[src/rtl/dcache_fill_buffer.sv]
// Purpose: assembles one dcache line from wrap-ordered memory beats, merges in-flight stores, commits the full row.
// Latency: critical word 1 cycle after the first beat; SRAM write 1 cycle after the last beat; req_ready again 1 cycle later.
// Backpressure: req_ready only in IDLE, beat_ready/st_ready only in FILL; beats may stall indefinitely.
//
// Ports:
//   clk, reset_n                 clock (rising edge) and async active-low reset
//   req_valid/req_ready          refill request handshake; req_row = target row, req_word = critical word
//   beat_valid/beat_ready        memory beat handshake; beat_data = beat payload
//   st_valid/st_ready            store-merge handshake; st_word/st_data = whole-word store
//   crit_valid, crit_data        one-cycle pulse with the critical word; data held until the next pulse
//   busy, done                   not-idle flag; one-cycle pulse coincident with the SRAM write
//   writeAddr/Data/Enable        SRAM write port (word i = writeData[i*WORD_SIZE +: WORD_SIZE])
module dcache_fill_buffer #(
  parameter int WIDTH        = 512,
  parameter int LOG_NUM_ROWS = 9,
  parameter int WORD_SIZE    = 64,
  localparam int WORDS       = WIDTH / WORD_SIZE,
  localparam int WORD_IDX    = $clog2(WORDS)
) (
  input  logic                    clk,
  input  logic                    reset_n,
  input  logic                    req_valid,
  output logic                    req_ready,
  input  logic [LOG_NUM_ROWS-1:0] req_row,
  input  logic [WORD_IDX-1:0]     req_word,
  input  logic                    beat_valid,
  output logic                    beat_ready,
  input  logic [WORD_SIZE-1:0]    beat_data,
  input  logic                    st_valid,
  output logic                    st_ready,
  input  logic [WORD_IDX-1:0]     st_word,
  input  logic [WORD_SIZE-1:0]    st_data,
  output logic                    crit_valid,
  output logic [WORD_SIZE-1:0]    crit_data,
  output logic                    busy,
  output logic                    done,
  output logic [LOG_NUM_ROWS-1:0] writeAddr,
  output logic [WIDTH-1:0]        writeData,
  output logic [WORDS-1:0]        writeEnable
);

  typedef enum logic [1:0] {IDLE, FILL, WRITE} state_e;

  state_e                              state_q, state_d;
  logic [LOG_NUM_ROWS-1:0]             row_q, row_d;
  logic [WORD_IDX-1:0]                 ptr_q, ptr_d;
  logic [WORD_IDX-1:0]                 cnt_q, cnt_d;
  logic [WORDS-1:0]                    smask_q, smask_d;
  logic [WORDS-1:0][WORD_SIZE-1:0]     line_q, line_d;
  logic                                crit_valid_q, crit_valid_d;
  logic [WORD_SIZE-1:0]                crit_data_q, crit_data_d;
  logic                                done_q, done_d;
  logic [WORDS-1:0]                    we_q, we_d;
  logic [LOG_NUM_ROWS-1:0]             waddr_q, waddr_d;
  logic [WIDTH-1:0]                    wdata_q, wdata_d;

  logic beat_acc, st_acc, last_beat;

  assign req_ready  = (state_q == IDLE);
  assign beat_ready = (state_q == FILL);
  assign st_ready   = (state_q == FILL);
  assign busy       = (state_q != IDLE);

  assign beat_acc  = beat_valid && beat_ready;
  assign st_acc    = st_valid && st_ready;
  assign last_beat = beat_acc && (cnt_q == WORD_IDX'(WORDS - 1));

  always_comb begin
    state_d      = state_q;
    row_d        = row_q;
    ptr_d        = ptr_q;
    cnt_d        = cnt_q;
    smask_d      = smask_q;
    line_d       = line_q;
    crit_valid_d = 1'b0;
    crit_data_d  = crit_data_q;
    done_d       = 1'b0;
    we_d         = '0;
    waddr_d      = waddr_q;
    wdata_d      = wdata_q;

    case (state_q)
      IDLE: begin
        if (req_valid) begin
          row_d   = req_row;
          ptr_d   = req_word;
          cnt_d   = '0;
          smask_d = '0;
          state_d = FILL;
        end
      end
      FILL: begin
        if (beat_acc) begin
          // A word already written by a store keeps the store data.
          if (!smask_q[ptr_q]) line_d[ptr_q] = beat_data;
          ptr_d = ptr_q + 1'b1;  // WORDS is a power of two, so this wraps
          cnt_d = cnt_q + 1'b1;
          if (cnt_q == '0) begin
            crit_valid_d = 1'b1;
            crit_data_d  = beat_data;  // raw memory data, even if a store hits it
          end
        end
        // Applied after the beat so a same-cycle store to the same word wins.
        if (st_acc) begin
          line_d[st_word]  = st_data;
          smask_d[st_word] = 1'b1;
        end
        if (last_beat) begin
          state_d = WRITE;
          we_d    = '1;
          done_d  = 1'b1;
          waddr_d = row_q;
          wdata_d = line_d;  // includes the final beat and any same-cycle store
        end
      end
      WRITE: begin
        state_d = IDLE;
      end
      default: begin
        state_d = IDLE;
      end
    endcase
  end

  always_ff @(posedge clk or negedge reset_n) begin
    if (!reset_n) begin
      state_q      <= IDLE;
      row_q        <= '0;
      ptr_q        <= '0;
      cnt_q        <= '0;
      smask_q      <= '0;
      line_q       <= '0;
      crit_valid_q <= 1'b0;
      crit_data_q  <= '0;
      done_q       <= 1'b0;
      we_q         <= '0;
      waddr_q      <= '0;
      wdata_q      <= '0;
    end else begin
      state_q      <= state_d;
      row_q        <= row_d;
      ptr_q        <= ptr_d;
      cnt_q        <= cnt_d;
      smask_q      <= smask_d;
      line_q       <= line_d;
      crit_valid_q <= crit_valid_d;
      crit_data_q  <= crit_data_d;
      done_q       <= done_d;
      we_q         <= we_d;
      waddr_q      <= waddr_d;
      wdata_q      <= wdata_d;
    end
  end

  assign crit_valid  = crit_valid_q;
  assign crit_data   = crit_data_q;
  assign done        = done_q;
  assign writeEnable = we_q;
  assign writeAddr   = waddr_q;
  assign writeData   = wdata_q;

endmodule

[config.mk]
export PLATFORM = sky130hd
export DESIGN_NAME = dcache_fill_buffer
export DESIGN_NICKNAME = d
export VERILOG_FILES = /design/src/rtl/dcache_fill_buffer.sv
export SDC_FILE = /design/constraint.sdc
export NUM_CORES = 2
export LEC_CHECK = 0
export CAP_MARGIN = 15
export CORE_UTILIZATION = 50
export CTS_CLUSTER_DIAMETER = 30
export DETAILED_ROUTE_END_ITERATION = 8
export GPL_ROUTABILITY_DRIVEN = 0
export PLACE_DENSITY = 0.75
export SLEW_MARGIN = 20
export SYNTH_ARGS = -nofsm -noshare
export SYNTH_HDL_FRONTEND = slang
export SYNTH_SLANG_ARGS = --single-unit
[constraint.sdc]
create_clock -name clk -period 4.7 [get_ports clk]
set_input_delay 0.47 -clock clk [delete_from_list [all_inputs] [get_ports clk]]
set_output_delay 0.47 -clock clk [all_outputs]
set_load 0.02 [all_outputs]
# ---- Word level (Yosys, flattened, before mapping)
# Cells that the tools add are included.
dict set report classes {
  add_sub_neg 2
  bitwise 1
  order_cmp 4
  n_mux 33
  multipliers 0
  reduce_logical 15
  n_eq_ne 6
  shift 0
  div_mod_pow 0
}
# cell n
set op_table {}
lappend op_table {{512-bit two-way mux} 4}
lappend op_table {{512-bit bitwise mux} 2}
lappend op_table {{64-bit demux with 3-bit select} 2}
lappend op_table {{64-bit two-way mux} 2}
lappend op_table {{8-bit two-way mux} 4}
lappend op_table {{8-bit one-hot mux with 2 select lines} 1}
lappend op_table {{3-bit two-way mux} 4}
lappend op_table {{3-bit one-hot mux with 2 select lines} 2}
lappend op_table {{3-bit AND reduction} 3}
lappend op_table {{3-bit by 4-bit < comparator with 1-bit output, second input constant} 2}
lappend op_table {{8-bit bitwise OR} 1}
lappend op_table {{1-bit two-way mux} 7}
lappend op_table {{3-bit by 1-bit adder with 3-bit output, second input constant} 2}
lappend op_table {{3-bit by 1-bit >= comparator with 1-bit output, second input constant} 2}
lappend op_table {{2-bit by 1-bit != test with 1-bit output, second input constant} 3}
lappend op_table {{2-bit AND reduction} 3}
lappend op_table {{1-bit logical AND} 5}
lappend op_table {{2-bit two-way mux} 2}
lappend op_table {{2-bit one-hot mux with 2 select lines} 1}
lappend op_table {{2-bit nonzero test} 2}
lappend op_table {{1-bit binary-select mux with 3-bit select} 1}
lappend op_table {{1-bit demux with 3-bit select} 1}
lappend op_table {{3-bit == test, second input constant} 1}
lappend op_table {{3-bit zero test} 1}
lappend op_table {{3 further kinds} 3}
dict set report totals {
  romBits 0
  latch_bits 0
  elab_cells 80
  input_bits 148
  output_inout_bits 599
  ramBits 0
  register_bits 1132
  n_memories 0
}

# ---- Depth between registers and ports, before layout
dict set report depth {
  depth_word 10
  ltp_mapped 9
  depth_no_buf 6
}

# ---- Worst setup path after synthesis
# OpenSTA, ideal clock, no wires.
dict set report synth_path {
  path_kind {reg-to-reg}
  startpoint {register state_q[1]}
  endpoint {register crit_data_q[14], in the netlist crit_data[14]}
  path_stages_with_launch 7
  synth_period_minus_slack_ns 1.894
  t_arrival_ns 1.769
  setup_slack_ns 2.806
  path_cell_list {dfrtp_1 clkbuf_2 nand3b_1 nor3b_1 buf_2 buf_2 mux2_2}
}
dict set report synth_between {
  elab_chain_cells 3
}
# element line_no
set synth_rtl {}
lappend synth_rtl {{from (decl)} 44} ;# state_e state_q, state_d;
lappend synth_rtl {{from (signal assigned)} 140} ;# state_q <= state_d;
lappend synth_rtl {{2-bit by 1-bit == test with 1-bit output (*)} {60, 82}}
lappend synth_rtl {{1-bit logical AND} 64} ;# assign beat_acc = beat_valid && beat_ready;
lappend synth_rtl {{3-bit AND reduction (no source line) (*)} --}
lappend synth_rtl {{to (signal assigned)} 147} ;# crit_data_q <= crit_data_d;
lappend synth_rtl {{to (decl)} 51} ;# logic [WORD_SIZE-1:0] crit_data_q, crit_data_d;
# Mark *: on every way between the ends. The rest lies on a longest branch, timed or not.
# A chain may end at the register's enable or synchronous reset.

# ---- Final worst setup path
dict set report layout_path {
  startpoint {register state_q[0]}
  endpoint {register wdata_q[422], in the netlist writeData[422]}
}
dict set report layout_between {
  elab_chain_cells 6
}
# element line_no
set layout_rtl {}
lappend layout_rtl {{2-bit by 1-bit == test with 1-bit output (*)} {60, 61, 82}}
lappend layout_rtl {{1-bit logical AND} 64}
lappend layout_rtl {{512-bit two-way mux} 93} ;# if (beat_acc) begin
lappend layout_rtl {{512-bit two-way mux} 82} ;# case (state_q)
lappend layout_rtl {{512-bit bitwise mux} 105} ;# line_d[st_word] = st_data;
lappend layout_rtl {{512-bit two-way mux} 104} ;# if (st_acc) begin
lappend layout_rtl {{to (signal assigned)} 151} ;# wdata_q <= wdata_d;
lappend layout_rtl {{to (decl)} 55} ;# logic [WIDTH-1:0] wdata_q, wdata_d;
# Mark *: on every way between the ends. The rest lies on a longest branch, timed or not. The select of a mux whose other input is x is not followed.

==> flow_summary.ini <==
[die]
core_area_um2 = 98420
start_util = 0.5052
rows = 115
die_area_um2 = 100700
die_w_um = 317.3
io_pins = 747
fp.dieH_um = 317.3

[synthesis]
synthFlopType = dfrtp_1
yosysUniqueCellTypes = 46
synth_warnings = 0
yosysTopAreaCellShare = 0.5657
synthCells = 4893
async_flop_share = 1.000
syn_nets = 5045
syn_area_um2 = 49720
synthTopCellsByArea = dfrtp_1 (57%), nor2_1 (7.0%), and3_1 (5.6%), a211oi_1 (5.4%), o31ai_1 (5.3%)
synth-edff-count = 0
synth.avg_cell_area_um2 = 10.16
yosysTopAreaCell = dfrtp_1
postSynthRegisterBits = 1124
synth-seq-area-share = 0.5657

[finish]
final_layout_size_suffix_gt1_frac = 0.1484
final_cell_mix = dfrtp_1 (1124), nor2_1 (921), clkdlybuf4s50_1 (745)
fill_cells = 7275
final_core_util = 0.6724
area_growth_pct = 33.11
fin_area_um2 = 66180
layout.nets = 5621
fin_cells = 6959
final_common_cell = dfrtp_1

[critical_path]
rr_startpoint = state_q[0]
rr_worst_depth = 4
critPathKind = flop to flop
worstReg2RegEnd = writeData[422]
startpoint_type = flop
crit_arrival_ns = 3.70
reg2reg_slack_ns = 1.65
required_ns = 5.35
crit_fanout = 64
end_kind = flop

[job]
maxCapViolCount = 0

[power]
peakVddDrop_mv = 0.4365
power.leakage_nw = 30.10
p_comb_frac = 0.354
p_sw_mw = 19.25
power_density_nw_per_um2 = 801.1
power_mw = 53.02
p_clk_frac = 0.325
sequentialPowerShare = 0.321
intPower_mw = 33.77
p_sw_frac = 0.3631

[global_route]
grt_antenna_before_repair = 5
grt_pass1_wl_um = 279800
grt_max_degree = 172
grt_pass1_vias = 44410
grt-ovfl-total = 0
grt_use_total = 0.3718

[detailed_routing]
drt_iter0_drc = 5070
post_drt_via_cell_ratio = 6.349
num_vias = 44180
wire_per_inst_um = 27.34
dr.pass1.iters = 6
drtAntennaViolNets = 0
drc_errors = 0
drt-total-wl_um = 190300

[sta]
period_share = 0.6497
hold_viol = 0
final-setup-viol-count = 0
fin_setup_tns_ns = 0
hold-worst-slack_ns = 0.1863
max-slew-margin-rel = 0.1788
clock_skew_ns = 0.04211
fmax_mhz = 327.5
fin_crit_ns = 3.053
worstMarginPinSlew_ns = 1.232
worst_slack_ns = 1.647
rsz0062_at_grt = false
drv_slew = 0

[placement]
dp_hpwl_um = 109800
dp.cells = 6526
dp_slack_ns = 1.290
place_area_um2 = 57810
portBuffers = 746

[hold_path]
hold_path_depth = 3
hold_end = row_q[5]
hold_class = input port to flop
worstHoldStart = req_row[5]

[status]
status = completed

[clock_tree]
cts_htree_levels = 4
cts_tree = done
cts_buffer_depth = 3
cts_root_buf = clkbuf_16
clkTransAtPathRegs_ns = 0.05
clock_sinks = 1124
clock_latency_ns = 0.82
cts_resized = 0
cts_made_buffers = 226
worst max-delay path by stage:
stage	slack (ns)	cells after the start	startpoint	to
finish	1.65	4	state_q[0]	writeData[422]
global route	1.49	5	state_q[0]	writeData[268]
CTS	1.67	2	state_q[0]	beat_ready
detailed placement	1.29	6	st_word[1]	writeData[270]
global placement	1.36	6	st_word[1]	writeData[277]
floorplan	2.81	6	state_q[1]	crit_data[14]
logic make-up after synthesis:
family	count (synthesis)	synth area share
AOI/OAI and AO/OA	1036	0.1702
adders and majority gates	4	0.001007
buffers and inverters	548	0.04859
DFF	1124	0.5657
muxes	127	0.02876
and+or+nand+nor	2054	0.1857
state kept, by name, indices dropped and copies added (netlist names):
name / count
line_q: 512
ptr_q: 3
smask_q: 8
crit_valid: 1
crit_data: 64
cnt_q: 3
writeAddr: 9
row_q: 9
writeData: 512
writeEnable: 1
state_q: 2
routing by layer:
metal	up-vias	track usage	wire, µm
met3	679	0.09828	20610
met5	-	0	13
met1	22090	0.4677	70120
met2	2934	0.5723	87110
met4	2	0.2335	12420
li1	18480	-	-
area by class of cell:
| cell class | count | area [µm²] | share of cell area |
|---|---|---|---|
| sequential | 1124 | 28130 | 0.4250 |
| multi-input combinational | 3221 | 19380 | 0.2928 |
| timing repair buffer | 828 | 8466 | 0.1279 |
| clock buffer | 285 | 6314 | 0.09540 |
| clock inverter | 143 | 2022 | 0.03055 |
| tap | 1287 | 1610 | 0.02433 |
| inverter | 68 | 257.7 | 0.003895 |
| antenna | 3 | 7.507 | 0.0001134 |
worst max-delay path, stage by stage, from the launching register on:
cell and delay, ns:
dfrtp_1 0.63, nor4bb_1 0.78, nand2_4 0.76, nor2_1 0.44, o31ai_1 0.10
repair_timing:
action,CTS,global route
buffers inserted,0,0
endpoints found under the hold margin,73,0
hold buffers,1,0
power groups by stage:
stage	clock [mW]	combinational [mW]	sequential, mW
2_1_floorplan	0	7.52	19.0
3_3_place_gp	0	17.9	16.8
3_5_place_dp	0	18.4	17.0
4_1_cts	17.3	18.6	16.9
5_1_grt	17.8	19.9	17.4
6_report	17.2	18.8	17.0
cell usage after synthesis (all sizes together), types with 2 or more instances:
cell     number
nor3b         6
nor2        928
nand4b        2
dfrtp      1124
nor3         65
a211oi      449
mux2        127
clkbuf      256
nand2b        2
o31ai       450
a21oi         2
ha            4
and3b         2
nor2b         2
nand4bb       2
nand3b        2
buf         224
o22ai         2
nand2       523
and3        448
o21ai        66
inv          68
o211ai        2
a31oi        63
nor4bb        2
or3          63
Power figures use the tool's default switching activity.
